<file path="config.mk">
export PLATFORM = sky130hd
export DESIGN_NAME = alu_secuenciador_flat
export DESIGN_NICKNAME = d
export VERILOG_FILES = /design/src/rtl/alu_pkg.sv /design/src/rtl/alu_secuenciador_if.sv /design/src/rtl/alu_valida_op.sv /design/src/rtl/alu_secuenciador.sv /design/src/flat_wrapper.sv
export SDC_FILE = /design/constraint.sdc
export NUM_CORES = 1
export LEC_CHECK = 0
export CORE_MARGIN = 8
export CORE_UTILIZATION = 35
export CTS_BUF_LIST = sky130_fd_sc_hd__clkbuf_16
export CTS_CLUSTER_DIAMETER = 200
export DETAILED_ROUTE_END_ITERATION = 10
export GPL_ROUTABILITY_DRIVEN = 0
export PLACE_DENSITY = 0.67
export SLEW_MARGIN = 40
export SYNTH_ARGS = -nofsm -noshare
export SYNTH_HDL_FRONTEND = slang
export SYNTH_HIERARCHICAL = 1
export SYNTH_SLANG_ARGS = --single-unit
</file>
<file path="constraint.sdc">
create_clock -name clk -period 2.1 [get_ports clk]
set_clock_uncertainty 0.2 [all_clocks]
set_input_delay 0.42 -clock clk [delete_from_list [all_inputs] [get_ports clk]]
set_output_delay 0.42 -clock clk [all_outputs]
set_load 0.03 [all_outputs]
</file>
<file path="src/rtl/alu_pkg.sv">
// Shared definitions for the ALU and its sequencer: opcodes, flag positions,
// sequencer states and the fixed flag pattern reported on a rejected request.
package alu_pkg;

  typedef enum logic [3:0] {
    OP_SUMA  = 4'd0,
    OP_RESTA = 4'd1,
    OP_MULT  = 4'd2,
    OP_DIV   = 4'd3,
    OP_MOD   = 4'd4,
    OP_AND   = 4'd5,
    OP_OR    = 4'd6,
    OP_XOR   = 4'd7,
    OP_SHL   = 4'd8,
    OP_SHR   = 4'd9
  } op_e;

  localparam logic [3:0] OP_ULTIMO = 4'd9;

  localparam int BAND_N = 3;
  localparam int BAND_Z = 2;
  localparam int BAND_C = 1;
  localparam int BAND_V = 0;

  // A rejected request reports only Z set, as if the result were zero.
  localparam logic [3:0] BANDERAS_ERROR = 4'(1 << BAND_Z);

  typedef enum logic [1:0] {
    ST_IDLE,
    ST_ESPERA,
    ST_RESPONDE
  } estado_e;

endpackage

</file>
<file path="src/rtl/alu_secuenciador_if.sv">
// Request, ALU and response signals of the sequencer. The slave side is the
// sequencer itself; the master side is whoever issues requests and hosts the ALU.
interface alu_secuenciador_if #(
    parameter int ANCHO = 3
);

    logic             sol_valido;
    logic             sol_listo;
    logic [ANCHO:0]   sol_a;
    logic [ANCHO:0]   sol_b;
    logic [3:0]       sol_op;

    logic [ANCHO:0]   alu_a;
    logic [ANCHO:0]   alu_b;
    logic [3:0]       alu_sel;
    logic [ANCHO:0]   alu_resultado;
    logic [3:0]       alu_banderas;

    logic             resp_valido;
    logic             resp_listo;
    logic [ANCHO:0]   resp_resultado;
    logic [3:0]       resp_banderas;
    logic             resp_error;

    logic             ocupado;

    modport slave (
        input  sol_valido, sol_a, sol_b, sol_op,
        input  alu_resultado, alu_banderas,
        input  resp_listo,
        output sol_listo,
        output alu_a, alu_b, alu_sel,
        output resp_valido, resp_resultado, resp_banderas, resp_error,
        output ocupado
    );

    modport master (
        output sol_valido, sol_a, sol_b, sol_op,
        output alu_resultado, alu_banderas,
        output resp_listo,
        input  sol_listo,
        input  alu_a, alu_b, alu_sel,
        input  resp_valido, resp_resultado, resp_banderas, resp_error,
        input  ocupado
    );

endinterface

</file>
<file path="src/rtl/alu_valida_op.sv">
// Decides whether a request can be sent to the ALU: the opcode must exist and
// division/modulo must not have a zero divisor.
module alu_valida_op
    import alu_pkg::*;
#(
    parameter int ANCHO = 3
) (
    input  logic [3:0]     op,
    input  logic [ANCHO:0] b,
    output logic           error
);

    logic op_ilegal;
    logic div_cero;

    assign op_ilegal = (op > OP_ULTIMO);
    assign div_cero  = ((op == OP_DIV) || (op == OP_MOD)) && (b == '0);
    assign error     = op_ilegal || div_cero;

endmodule

</file>
<file path="src/rtl/alu_secuenciador.sv">
// Accepts one ALU request, holds the ALU inputs for ESPERA settle cycles, then
// captures result and flags and offers them on the response port.
module alu_secuenciador
    import alu_pkg::*;
#(
    parameter int ANCHO  = 3,
    parameter int ESPERA = 1
) (
    input  logic              clk,
    input  logic              rst_n,
    alu_secuenciador_if.slave bus
);

    localparam logic [3:0] CNT_INICIO = 4'(ESPERA - 1);

    estado_e    estado;
    logic [3:0] cnt;
    logic       error_sol;

    alu_valida_op #(
        .ANCHO (ANCHO)
    ) u_valida_op (
        .op    (bus.sol_op),
        .b     (bus.sol_b),
        .error (error_sol)
    );

    // NOTE: every register here is a small control/data flop, so all of them are
    // cleared by the async reset; outputs read 0 until the first edge after release.
    always_ff @(posedge clk or negedge rst_n) begin
        if (!rst_n) begin
            estado             <= ST_IDLE;
            cnt                <= '0;
            bus.sol_listo      <= 1'b0;
            bus.alu_a          <= '0;
            bus.alu_b          <= '0;
            bus.alu_sel        <= '0;
            bus.resp_valido    <= 1'b0;
            bus.resp_resultado <= '0;
            bus.resp_banderas  <= '0;
            bus.resp_error     <= 1'b0;
            bus.ocupado        <= 1'b0;
        end else begin
            // NOTE: non-blocking assignments keep every register update in this
            // block based on the values from before the edge.
            case (estado)
                ST_IDLE: begin
                    if (bus.sol_valido && bus.sol_listo) begin
                        bus.sol_listo <= 1'b0;
                        bus.ocupado   <= 1'b1;
                        if (error_sol) begin
                            bus.resp_resultado <= '0;
                            bus.resp_banderas  <= BANDERAS_ERROR;
                            bus.resp_error     <= 1'b1;
                            estado             <= ST_RESPONDE;
                        end else begin
                            bus.alu_a   <= bus.sol_a;
                            bus.alu_b   <= bus.sol_b;
                            bus.alu_sel <= bus.sol_op;
                            cnt         <= CNT_INICIO;
                            estado      <= ST_ESPERA;
                        end
                    end else begin
                        bus.sol_listo <= 1'b1;
                    end
                end

                ST_ESPERA: begin
                    if (cnt != 4'd0) begin
                        cnt <= cnt - 4'd1;
                    end else begin
                        bus.resp_resultado <= bus.alu_resultado;
                        bus.resp_banderas  <= bus.alu_banderas;
                        bus.resp_error     <= 1'b0;
                        bus.resp_valido    <= 1'b1;
                        estado             <= ST_RESPONDE;
                    end
                end

                ST_RESPONDE: begin
                    // An error response enters here with valid low; it rises one
                    // cycle later, matching the latency of a single-cycle ALU op.
                    if (bus.resp_valido && bus.resp_listo) begin
                        bus.resp_valido <= 1'b0;
                        bus.alu_a       <= '0;
                        bus.alu_b       <= '0;
                        bus.alu_sel     <= '0;
                        bus.sol_listo   <= 1'b1;
                        bus.ocupado     <= 1'b0;
                        estado          <= ST_IDLE;
                    end else begin
                        bus.resp_valido <= 1'b1;
                    end
                end

                default: estado <= ST_IDLE;
            endcase
        end
    end

endmodule

</file>
<file path="src/flat_wrapper.sv">
// flat-port wrapper written by rule: the top's interface ports become plain ports
module alu_secuenciador_flat import alu_pkg::*;
#(
    parameter int ANCHO  = 3,
    parameter int ESPERA = 1
)
  (clk, rst_n, bus_sol_valido, bus_sol_a, bus_sol_b, bus_sol_op, bus_alu_resultado, bus_alu_banderas, bus_resp_listo, bus_sol_listo, bus_alu_a, bus_alu_b, bus_alu_sel, bus_resp_valido, bus_resp_resultado, bus_resp_banderas, bus_resp_error, bus_ocupado);
  alu_secuenciador_if #(.ANCHO(ANCHO)) bus_i ();
  input  logic clk;
  input  logic rst_n;
  input wire logic [$bits(bus_i.sol_valido)-1:0] bus_sol_valido;
  input wire logic [$bits(bus_i.sol_a)-1:0] bus_sol_a;
  input wire logic [$bits(bus_i.sol_b)-1:0] bus_sol_b;
  input wire logic [$bits(bus_i.sol_op)-1:0] bus_sol_op;
  input wire logic [$bits(bus_i.alu_resultado)-1:0] bus_alu_resultado;
  input wire logic [$bits(bus_i.alu_banderas)-1:0] bus_alu_banderas;
  input wire logic [$bits(bus_i.resp_listo)-1:0] bus_resp_listo;
  output wire logic [$bits(bus_i.sol_listo)-1:0] bus_sol_listo;
  output wire logic [$bits(bus_i.alu_a)-1:0] bus_alu_a;
  output wire logic [$bits(bus_i.alu_b)-1:0] bus_alu_b;
  output wire logic [$bits(bus_i.alu_sel)-1:0] bus_alu_sel;
  output wire logic [$bits(bus_i.resp_valido)-1:0] bus_resp_valido;
  output wire logic [$bits(bus_i.resp_resultado)-1:0] bus_resp_resultado;
  output wire logic [$bits(bus_i.resp_banderas)-1:0] bus_resp_banderas;
  output wire logic [$bits(bus_i.resp_error)-1:0] bus_resp_error;
  output wire logic [$bits(bus_i.ocupado)-1:0] bus_ocupado;
  assign bus_i.sol_valido = bus_sol_valido;
  assign bus_i.sol_a = bus_sol_a;
  assign bus_i.sol_b = bus_sol_b;
  assign bus_i.sol_op = bus_sol_op;
  assign bus_i.alu_resultado = bus_alu_resultado;
  assign bus_i.alu_banderas = bus_alu_banderas;
  assign bus_i.resp_listo = bus_resp_listo;
  assign bus_sol_listo = bus_i.sol_listo;
  assign bus_alu_a = bus_i.alu_a;
  assign bus_alu_b = bus_i.alu_b;
  assign bus_alu_sel = bus_i.alu_sel;
  assign bus_resp_valido = bus_i.resp_valido;
  assign bus_resp_resultado = bus_i.resp_resultado;
  assign bus_resp_banderas = bus_i.resp_banderas;
  assign bus_resp_error = bus_i.resp_error;
  assign bus_ocupado = bus_i.ocupado;
  alu_secuenciador #(.ANCHO(ANCHO), .ESPERA(ESPERA)) u_core (.clk(clk), .rst_n(rst_n), .bus(bus_i));
endmodule
</file>
==> results_dict.tcl <==
set metrics [dict create \
    status "complete, no violations" \
    grt_pass1_wl_mm 6.451 \
    relSlewSlack_pct 65.96 \
    syn_area_um2 1455 \
    maxSlewViolCount 0 \
    cts_root_buffer "clkbuf_16" \
    total_leakage_power_nw 1.028 \
    drtIter0Drc 68 \
    ff_latch_area_um2 750.7 \
    met3_length_um 347 \
    final_cell_mix "clkdlybuf4s50_1, dfrtp_1, nand2_1" \
    clk_latency_ns 0.27 \
    critPathLaunchType "primary input" \
    cts_sinks 30 \
    r2r_cells 5 \
    dr.pass1.iters 4 \
    mostFrequentLayoutCell "clkdlybuf4s50_1" \
    syn_area_per_cell_um2 10.78 \
    antenna_found_initial 0 \
    hold_path_depth 2 \
    multi_input_comb_area_um2 674.4 \
    crit_required_ns 2.11 \
    area_growth_pct 54.77 \
    synth_edf_count 0 \
    wl_mm 3.994 \
    crit_arrival_ns 2.07 \
    dr.max_layer_used "met4" \
    htreeDepth 2 \
    fillers 336 \
    synth_seq_cells 30 \
    crit_type "in -> reg" \
    dieArea_um2 6477 \
    rows 23 \
    wire_per_inst_um 16.24 \
    synth_warnings 6 \
    yosys.cell_types.count 34 \
    cts_buffers 5 \
    dp.cells 236 \
    finalNetCount 222 \
    fin_crit_sh_pct 98.00 \
    syn_inst 135 \
    port_buffers 47 \
    cts_tree "done" \
    vias 1284 \
    cp_max_fo 6 \
    worst_slack_ns 0.04204 \
    worst-slew-pin-transition_ns 0.5101 \
    pre_cts_slack_ns -0.6477 \
    grt-ovfl-total 0 \
    grt_setup_unrepaired "yes" \
    start_util_pct 36.38 \
    worstReg2RegEnd "u_core/bus.resp_resultado[1]$_DFFE_PN0P_" \
    synthArstFlopShare_pct 100.0 \
    drc_errors 0 \
    min_from "bus_sol_b[3]" \
    synth-main-ff-cell "dfrtp_1" \
    whs_endpoint "u_core/bus.alu_b[3]$_DFFE_PN0P_" \
    fin_cells 246 \
    grt_pass1_vias 1351 \
    setup_violations 0 \
    cp-end-kind "flip-flop" \
    core-area_um2 4000 \
    min_period_ns 2.058 \
    io_pins 48 \
    r2r_slack_ns 0.23 \
    via_per_inst 5.220 \
    grt_use_total_pct 12.80 \
    antenna_left 0 \
    die_w_um 80.48 \
    drive_above_1_share_pct 18.88 \
    synth_fp_nets 161 \
    grt_max_degree 31 \
    cts_buffer_depth 2 \
    path_clk_slew_ns 0.05 \
    wl_met2_mm 1.820 \
    timing.fmax_mhz 485.9 \
    hp-class "in -> reg" \
    r2r_start "u_core/cnt[0]$_DFFE_PN0P_" \
    finalHoldViolCount 0 \
    ys_seq_area_share_pct 51.59 \
    powerDensity_nw_per_um2 1610 \
    drt-met1-wl_mm 1.776 \
    maxCapViolations 0 \
    die_h_um 80.48 \
    antenna_cells 0 \
    ir_drop_mv 0.6211 \
    hpwl_mm 2.782 \
]
==> state kept, by name, summed over array words and instances (netlist names) <==
register / cells
u_core/bus.alu_a: 4
u_core/bus.alu_b: 4
u_core/bus.alu_sel: 4
u_core/bus.ocupado: 1
u_core/bus.resp_banderas: 4
u_core/bus.resp_error: 1
u_core/bus.resp_resultado: 4
u_core/bus.resp_valido: 1
u_core/bus.sol_listo: 1
u_core/cnt: 4
u_core/estado: 2
==> layout make-up <==
type | count | area share (%)
clock inverters | 2 | 1.500
flip-flops and latches | 30 | 33.33
multi-input cells | 91 | 29.94
clock buffers | 5 | 5.556
repair buffers | 62 | 25.89
well taps | 50 | 2.778
inverters | 6 | 1.000
==> kinds of logic after synthesis <==
group,after synthesis,share of synthesized area [%]
muxes,4,2.752
DFF,30,51.59
and+or+nand+nor,40,16.34
adders and majority gates,2,1.719
buffers and inverters,14,5.503
AOI/OAI and AO/OA,45,22.10
==> stage by stage <==
| step | setup TNS [ns] | hold WS (ns) | utilization (%) | power, mW | cell area, um^2 |
|---|---|---|---|---|---|
| detailed placement | -15.48 | 0.2860 | 51.14 | 2.792 | 2046 |
| CTS | -0.1109 | 0.1861 | 55.96 | 3.644 | 2238 |
| floorplan | -1.555 | -0.07559 | - | 2.196 | 1486 |
| finish | 0 | 0.1988 | 56.30 | 3.626 | 2252 |
| global route | -0.1998 | 0.1972 | 56.30 | 3.839 | 2252 |
| global placement | -14.25 | 0.2812 | 51.14 | 2.748 | 2046 |
==> synth_stat cells, types with 2 or more instances <==
cell | instances | area [um^2]
dfrtp_1 | 30 | 750.7
nand2_1 | 19 | 71.32
a22o_1 | 12 | 105.1
o22ai_1 | 10 | 62.56
a21o_1 | 7 | 52.55
a21oi_1 | 7 | 35.03
inv_1 | 6 | 22.52
buf_2 | 4 | 20.02
mux2i_1 | 4 | 40.04
nor2_1 | 4 | 15.01
a211oi_1 | 2 | 15.01
a2bb2oi_1 | 2 | 17.52
and3_1 | 2 | 12.51
buf_4 | 2 | 15.01
buf_6 | 2 | 22.52
ha_1 | 2 | 25.02
nor2b_1 | 2 | 12.51
o21ai_1 | 2 | 10.01
==> layer usage <==
layer	vias up	GRT usage [%]
met2	41	19.65
met5	-	0
met3	5	6.808
li1	615	-
met4	0	4.364
met1	623	14.81
==> worst max-delay path, stage by stage <==
cell       delay (ns)
buf_6            0.09
or4_4            0.54
a2111oi_4        0.34
inv_1            0.12
buf_6            0.14
a21oi_4          0.15
buf_6            0.14
a22o_1           0.12
==> what timing repair did <==
item / CTS / global route
endpoints found under the setup margin: 27 / 24
hold buffers: 0 / 0
resized for setup: 29 / 3
gates cloned: 1 / 0
buffers inserted: 1 / 1
pin swaps: 6 / 6
==> power breakdown <==
group          switching (mW)  total, mW  internal, mW
Combinational           0.995       1.83         0.836
Sequential              0.202       1.02         0.814
Clock                   0.232      0.779         0.547
==> worst max path at each step <==
| stage | start | to | slack [ns] | depth (start not counted) |
|---|---|---|---|---|
| 6_report | bus_sol_b[2] | u_core/bus.alu_a[3]$_DFFE_PN0P_ | 0.04 | 8 |
| 5_1_grt | bus_sol_b[2] | u_core/bus.alu_a[3]$_DFFE_PN0P_ | -0.03 | 8 |
| 4_1_cts | bus_sol_b[1] | u_core/bus.alu_b[0]$_DFFE_PN0P_ | -0.03 | 8 |
| 3_5_place_dp | bus_sol_b[2] | u_core/bus.alu_b[2]$_DFFE_PN0P_ | -0.65 | 6 |
| 3_3_place_gp | bus_sol_b[2] | u_core/bus.alu_b[3]$_DFFE_PN0P_ | -0.58 | 6 |
| 2_1_floorplan | bus_sol_b[2] | u_core/bus.alu_a[1]$_DFFE_PN0P_ | -0.16 | 7 |
No activity file was read; power rests on OpenSTA's default activity.
